<file path="src/rtl/ula_pkg.sv">
// Shared definitions for the multicycle ALU.
//   ula_op_e    : 3-bit opcode; encodings outside the enum are illegal and
//                 produce a zero result with the usual latency.
//   ula_state_e : control FSM states.
package ula_pkg;

  typedef enum logic [2:0] {
    ULA_ADD = 3'b000,
    ULA_SUB = 3'b001,
    ULA_AND = 3'b010,
    ULA_OR  = 3'b011,
    ULA_XOR = 3'b100
  } ula_op_e;

  typedef enum logic [1:0] {
    StIdle,
    StBusy,
    StDone
  } ula_state_e;

  // ADD and SUB go through the carry chain and produce COUT/OVF.
  function automatic logic op_is_arith(logic [2:0] op);
    return (op == ULA_ADD) || (op == ULA_SUB);
  endfunction

endpackage

</file>
<file path="src/rtl/ula_chunk_adder.sv">
// CHUNK-bit ripple-carry adder slice.
//   a, b   : slice operands
//   cin    : carry into bit 0
//   sum    : slice sum
//   cout   : carry out of bit CHUNK-1
//   c_msb  : carry into bit CHUNK-1 (used for signed overflow on the top slice)
module ula_chunk_adder #(
  parameter int unsigned CHUNK = 1
) (
  input  logic [CHUNK-1:0] a,
  input  logic [CHUNK-1:0] b,
  input  logic             cin,
  output logic [CHUNK-1:0] sum,
  output logic             cout,
  output logic             c_msb
);

  always_comb begin
    logic carry;
    carry = cin;
    c_msb = cin;
    sum   = '0;
    for (int i = 0; i < int'(CHUNK); i++) begin
      if (i == int'(CHUNK) - 1) c_msb = carry;
      sum[i] = a[i] ^ b[i] ^ carry;
      carry  = (a[i] & b[i]) | (a[i] & carry) | (b[i] & carry);
    end
    cout = carry;
  end

endmodule

</file>
<file path="src/rtl/ula_multicycle.sv">
// Multicycle ALU: ADD/SUB/AND/OR/XOR over WIDTH bits, processed CHUNK bits
// per cycle (least significant slice first) through a registered carry.
// Result appears WIDTH/CHUNK edges after the accepting edge and is held
// until delivered; the flag outputs hold their last value after delivery.
//
// Ports:
//   clk, rst_n           : clock, asynchronous active-low reset
//   in_valid / in_ready  : request handshake (op, a, b, cin latched on accept)
//   op                   : opcode (see ula_pkg::ula_op_e)
//   a, b, cin            : operands, carry-in (ADD only)
//   out_valid / out_ready: result handshake
//   result, cout         : result and carry/no-borrow flag
//   zero, ovf            : result-is-zero and signed-overflow flags
//
// Build option: define ULA_FLAGS_EN to compute zero/ovf; otherwise both are
// tied low and the flag logic is not built. result/cout/timing are unchanged.
module ula_multicycle
  import ula_pkg::*;
#(
  parameter int unsigned WIDTH = 8,
  parameter int unsigned CHUNK = 1
) (
  input  logic             clk,
  input  logic             rst_n,
  input  logic             in_valid,
  output logic             in_ready,
  input  logic [2:0]       op,
  input  logic [WIDTH-1:0] a,
  input  logic [WIDTH-1:0] b,
  input  logic             cin,
  output logic             out_valid,
  input  logic             out_ready,
  output logic [WIDTH-1:0] result,
  output logic             cout,
  output logic             zero,
  output logic             ovf
);

  if ((WIDTH % CHUNK) != 0) begin : gen_bad_chunk
    $error("ula_multicycle: WIDTH must be a multiple of CHUNK");
  end

  localparam int unsigned N        = WIDTH / CHUNK;
  localparam int unsigned CntW     = (N > 1) ? $clog2(N) : 1;
  localparam logic [CntW-1:0] CntLast = CntW'(N - 1);

  ula_state_e       state_q;
  logic [2:0]       op_q;
  logic [WIDTH-1:0] a_q, b_q;      // b_q holds ~B for SUB
  logic             carry_q;
  logic [CntW-1:0]  cnt_q;
  logic [WIDTH-1:0] res_sh_q;      // slices shift in from the top
  logic             out_valid_q;
  logic [WIDTH-1:0] result_q;
  logic             cout_q;

  logic             accept, deliver, is_arith;
  logic [CHUNK-1:0] a_sl, b_sl, slice_sum, slice_res;
  logic             slice_cout, slice_c_msb;
  logic [WIDTH-1:0] slice_ext, res_next;

  assign in_ready  = (state_q == StIdle) | ((state_q == StDone) & out_ready);
  assign accept    = in_valid & in_ready;
  assign deliver   = out_valid_q & out_ready;
  assign is_arith  = op_is_arith(op_q);

  assign a_sl = a_q[CHUNK-1:0];
  assign b_sl = b_q[CHUNK-1:0];

  ula_chunk_adder #(
    .CHUNK (CHUNK)
  ) u_adder (
    .a     (a_sl),
    .b     (b_sl),
    .cin   (carry_q),
    .sum   (slice_sum),
    .cout  (slice_cout),
    .c_msb (slice_c_msb)
  );

  always_comb begin
    slice_res = '0;
    case (op_q)
      ULA_ADD, ULA_SUB: slice_res = slice_sum;
      ULA_AND:          slice_res = a_sl & b_sl;
      ULA_OR:           slice_res = a_sl | b_sl;
      ULA_XOR:          slice_res = a_sl ^ b_sl;
      default:          slice_res = '0;
    endcase
    slice_ext = WIDTH'(slice_res);
    res_next  = (res_sh_q >> CHUNK) | (slice_ext << (WIDTH - CHUNK));
  end

`ifdef ULA_FLAGS_EN
  logic zero_q, ovf_q;
`endif

  always_ff @(posedge clk or negedge rst_n) begin
    if (!rst_n) begin
      state_q     <= StIdle;
      op_q        <= '0;
      a_q         <= '0;
      b_q         <= '0;
      carry_q     <= 1'b0;
      cnt_q       <= '0;
      res_sh_q    <= '0;
      out_valid_q <= 1'b0;
      result_q    <= '0;
      cout_q      <= 1'b0;
`ifdef ULA_FLAGS_EN
      zero_q      <= 1'b0;
      ovf_q       <= 1'b0;
`endif
    end else begin
      unique case (state_q)
        StIdle: begin
          if (accept) state_q <= StBusy;
        end
        StBusy: begin
          a_q      <= a_q >> CHUNK;
          b_q      <= b_q >> CHUNK;
          carry_q  <= slice_cout;
          res_sh_q <= res_next;
          cnt_q    <= cnt_q + CntW'(1);
          if (cnt_q == CntLast) begin
            state_q     <= StDone;
            cnt_q       <= '0;
            out_valid_q <= 1'b1;
            result_q    <= res_next;
            cout_q      <= is_arith & slice_cout;
`ifdef ULA_FLAGS_EN
            zero_q      <= (res_next == '0);
            // Signed overflow: carry into MSB differs from carry out of MSB.
            ovf_q       <= is_arith & (slice_cout ^ slice_c_msb);
`endif
          end
        end
        StDone: begin
          if (deliver) begin
            out_valid_q <= 1'b0;
            state_q     <= accept ? StBusy : StIdle;
          end
        end
        default: state_q <= StIdle;
      endcase

      // Accept only happens in IDLE or DONE, so this never fights the shifts.
      if (accept) begin
        op_q    <= op;
        a_q     <= a;
        b_q     <= (op == ULA_SUB) ? ~b : b;
        carry_q <= (op == ULA_SUB) ? 1'b1 : ((op == ULA_ADD) & cin);
        cnt_q   <= '0;
      end
    end
  end

  assign out_valid = out_valid_q;
  assign result    = result_q;
  assign cout      = cout_q;

`ifdef ULA_FLAGS_EN
  assign zero = zero_q;
  assign ovf  = ovf_q;
`else
  logic unused_c_msb;
  assign unused_c_msb = slice_c_msb;
  assign zero = 1'b0;
  assign ovf  = 1'b0;
`endif

endmodule

</file>
<file path="config.mk">
export PLATFORM = sky130hd
export DESIGN_NAME = ula_multicycle
export DESIGN_NICKNAME = d
export VERILOG_FILES = /design/src/rtl/ula_pkg.sv /design/src/rtl/ula_chunk_adder.sv /design/src/rtl/ula_multicycle.sv
export SDC_FILE = /design/constraint.sdc
export NUM_CORES = 1
export LEC_CHECK = 0
export CAP_MARGIN = 0
export CORE_MARGIN = 2
export CORE_UTILIZATION = 40
export DETAILED_ROUTE_END_ITERATION = 10
export GPL_TIMING_DRIVEN = 0
export PLACE_DENSITY = 0.66
export SYNTH_ARGS = -nofsm -noshare
export SYNTH_HDL_FRONTEND = slang
export SYNTH_SLANG_ARGS = --single-unit
</file>
<file path="constraint.sdc">
create_clock -name clk -period 2.5 [get_ports clk]
set_clock_uncertainty 0.2 [all_clocks]
set_input_delay 0.625 -clock clk [delete_from_list [all_inputs] [get_ports clk]]
set_output_delay 0.625 -clock clk [all_outputs]
set_load 0.01 [all_outputs]
</file>
# After elaboration in Yosys (flattened, before gate mapping)
# Index checks and enable logic that the tools add are counted.
# totals
ff_bits	43
in_bits	24
wordCells	68
# op_classes
add_sub_neg	1
eq_ne	11
muxes	20
n_bitwise	16
n_reduce_logical	10
# ops
op	count
8-bit two-way mux	5
3-bit two-way mux	3
1-bit bitwise AND	8
8-bit NOT	1
7-bit by 8-bit bitwise OR with 8-bit output	1
3-bit by 1-bit == test with 1-bit output, second input constant	2
3-bit by 2-bit == test with 1-bit output, second input constant	2
3-bit == test, second input constant	2
3-bit logical NOT	2
1-bit two-way mux	6
2-bit two-way mux	3
2-bit != test, second input constant	3
2-bit case mux with 3 select lines	1
3-bit AND reduction	2
1-bit bitwise OR	4
1-bit case mux with 4 select lines	1
2-bit nonzero test	2
3-bit by 1-bit adder with 3-bit output, second input constant	1
2-bit by 1-bit == test with 1-bit output, second input constant	1
2-bit == test, second input constant	1
2-bit logical NOT	1
1-bit case mux with 2 select lines	1
2-bit AND reduction	1
2-bit OR reduction	1
other kinds (2)	3

# Longest topological paths before layout
# logic_depth
ltp_word	7
ltp_mapped	7
depth_no_buf	5

# Hierarchy
# A second synthesis with hierarchy kept.
# hier_totals
hier_cells	197
area_unflattened_um2	2034.5
# modules_own_cells
module	n_inst	cells_each	area_each_um2
ula_multicycle	1	195	2006.9
ula_chunk_adder	1	2	27.5

# Worst setup path before layout
# Ideal clock, no wire load.
# synth_path
path_type	input -> register
from	input in_valid
to	register op_q[1]
setup_time_ps	125
arrival_ps	1578
required_time_ps	2175
setup_slack_ps	597
stages	5
path_buffers	2
cell_sequence	inv_1 or3_4 buf_6 buf_8 mux2_4
# synth_between
elab_chain_len	1
# synth_rtl
item	line_no	text
from (decl)	ula_multicycle.sv:25	input logic in_valid,
1-bit bitwise AND	ula_multicycle.sv:63	assign accept = in_valid & in_ready;
to (signal assigned)	ula_multicycle.sv:149	op_q <= op;
to (decl)	ula_multicycle.sv:48	logic [2:0] op_q;
# No other way between the ends.
# A chain may end at the register's enable or synchronous reset.

# Final worst setup path
# Same ends and word-level chain as after synthesis.

==> results.yml <==
timing:
  timing.final.crit_share: 0.866
  worstMarginPinSlew_ps: 929
  rsz0062_at_grt: "false"
  finalSetupViolations: 0
  min_period_ps: 2160
  hold_viol_final: 0
  maxSlewViolCount: 0
  max_freq_ghz: 0.462
  relSlewSlack: 0.381
floorplanning:
  die_w_um: 75.8
  core-area_sq_um: 5040
  start_util: 0.409
  die_area_sq_um: 5750
  ios: 37
  rows: 26
  die_h_um: 75.8
yosys:
  synthArstFlopShare: 1.00
  seq_area_frac_synth: 0.509
  syn_avg_cell_area_sq_um: 12.7
  ys_types: 35
  synth_edf_count: 0
  ys_top_cells_by_area: "dfrtp_1 51%, mux2_2 14%, mux2i_1 9.2%"
  synth_top_area_cell: "dfrtp_1"
  syn_inst: 163
  synth-seq-cells: 42
  synthFlopType: "dfrtp_1"
  synth_top_area_frac: 0.509
  synthMostInstantiatedCell: "dfrtp_1"
  yosysWarnings: 0
  netlist_area_sq_um: 2060
  synth_common_cells: "42 x dfrtp_1, 25 x mux2_2, 19 x mux2i_1"
power:
  p_int_uw: 1920
  finalPower_uw: 2890
  ir_drop_mv: 0.425
  clkPwrFrac: 0.150
  combinationalPowerShare: 0.438
  switching_share: 0.333
  power_density_nw_per_um2: 1120
  p_sw_uw: 962
  power_frac_seq: 0.412
  leakagePower_uw: 0.00120
final_layout:
  drive_gt1_frac: 0.233
  area_growth_pct: 25.1
  utilization: 0.512
  nets: 234
  diodes: 0
clocking:
  post_cts_buffers: 0
  clockBufferDepth: 2
  cts_htree_levels: 2
  clk_pin_slew_ps: 80
  cts_made_buffers: 5
  clock-sinks: 42
  cts-root-buf: "clkbuf_8"
  clock_latency_ps: 300
  cts_tree: "built"
global_routing:
  track_usage: 0.144
  grt-ovfl-total: 0
  grt_pass1_wl_um: 6170
  grt_max_degree: 43
  grt_pass1_vias: 1359
  antenna_found_initial: 0
routing:
  drt-initial-drc-count: 60
  wl_um: 3650
  vias: 1328
  drt-pass1-iter-count: 4
  antenna_left: 0
  drcViolationCount: 0
  wl_per_cell_um: 13.2
  avgViaCountPerCell: 4.81
worst_setup_path:
  reg2reg_depth: 5
  crit_required_ps: 2490
  critPathMaxFanout: 10
  end_kind: "flip-flop"
  worstPathArrival_ps: 2150
  cp-start-kind: "input pin"
  crit_type: "in2reg"
run_status:
  outcome: "completed"
place:
  hpwl_um: 2700
  gp_congestion: 0.836
  port_buffers: 34
job:
  max_cap_viol_count: 0
hold_path:
  hold_class: "in2async"
cell families (layout without fill, tap and decap cells):
kind of cell             Yosys count  after routing  share of synthesized area
XOR/XNOR                           8              8                     0.0340
other                              1              2                    0.00182
AO/OA/AOI/OAI                     15             15                     0.0522
flip-flops                        42             42                      0.509
adder cells (fa/ha/maj)            5              5                     0.0340
multiplexers                      47             47                      0.247
AND/OR/NAND/NOR                   24             24                     0.0600
buffers and inverters             21             63                     0.0618
stage by stage:
step | cells | hold slack [ps] | setup WS (ps) | TNS, ps | instance area [sq um]
5_1_grt | 276 | 331 | 233 | 0 | 2580
3_5_place_dp | 268 | 275 | -199 | -209 | 2490
4_1_cts | 276 | 287 | 62.7 | 0 | 2580
2_1_floorplan | 164 | 129 | 597 | 0 | 2070
3_3_place_gp | 268 | 273 | -373 | -15800 | 2490
6_report | 276 | 258 | 336 | 0 | 2580
critical path, cell delays in order:
cell and delay (ps):
clkdlybuf4s50_1 490, inv_1 70, or3_4 360, buf_6 150, buf_8 150, mux2_4 290
placed cells by master, fill, tap and decap left out, drive strengths merged:
master	count
clkinvlp	1
nor2b	1
o21ai	3
nor3b	1
ha	4
xnor2	8
o41ai	3
a21bo	1
nand2b	1
o31a	1
buf	11
clkinv	2
clkbuf	6
nand2	10
nor2	5
dlygate4sd2	1
dfrtp	42
nand3b	1
fa	1
nor3	2
o221ai	1
o32ai	1
o22ai	1
nand3	1
conb	2
mux2	28
o311ai	1
or3	2
dlymetal6s2s	1
clkdlybuf4s50	31
mux2i	19
inv	10
a21oi	3
flip-flops by register name, summed over array words and instances (netlist names):
signal / flops
a_q: 8
state_q: 2
cout: 1
cnt_q: 3
out_valid: 1
result: 8
carry_q: 1
op_q: 3
res_sh_q: 7
b_q: 8
cell type report:
| type | count | area, sq um |
|---|---|---|
| clock buffer | 5 | 68.8 |
| fill | 457 | 2460 |
| buffer | 11 | 90.1 |
| clock inverter | 3 | 21.3 |
| inverter | 10 | 37.5 |
| sequential | 42 | 1050 |
| multi-input combinational | 101 | 888 |
| tap | 70 | 87.6 |
| timing repair buffer | 34 | 337 |
final timing paths:
kind,from,to,slack (ps)
min,rst_n,result[6],260
max,in_valid,op_q[1],340
max in group asynchronous,rst_n,b_q[5],1260
min in group clk,cout,cout,290
min reg2reg,cout,cout,290
max reg2reg,cnt_q[0],result[3],380
power groups by stage:
stage	Clock (uW)	Combinational, uW	Sequential (uW)
floorplan	0	882	1190
global placement	0	1220	1190
detailed placement	0	1280	1210
CTS	454	1290	1190
global route	469	1400	1240
finish	434	1260	1190
layer usage:
| metal | wire [um] | global-route usage |
|---|---|---|
| met1 | 1620 | 0.181 |
| met2 | 1810 | 0.240 |
| met3 | 164 | 0.0331 |
| met4 | 55 | 0.0585 |
| met5 | 0 | 0 |
timing repair:
item	CTS	global route
setup endpoints to repair	1	1
gates resized for setup	1	1
gates cloned	0	0
hold buffers	0	0
(Power assumes the default switching activity.)
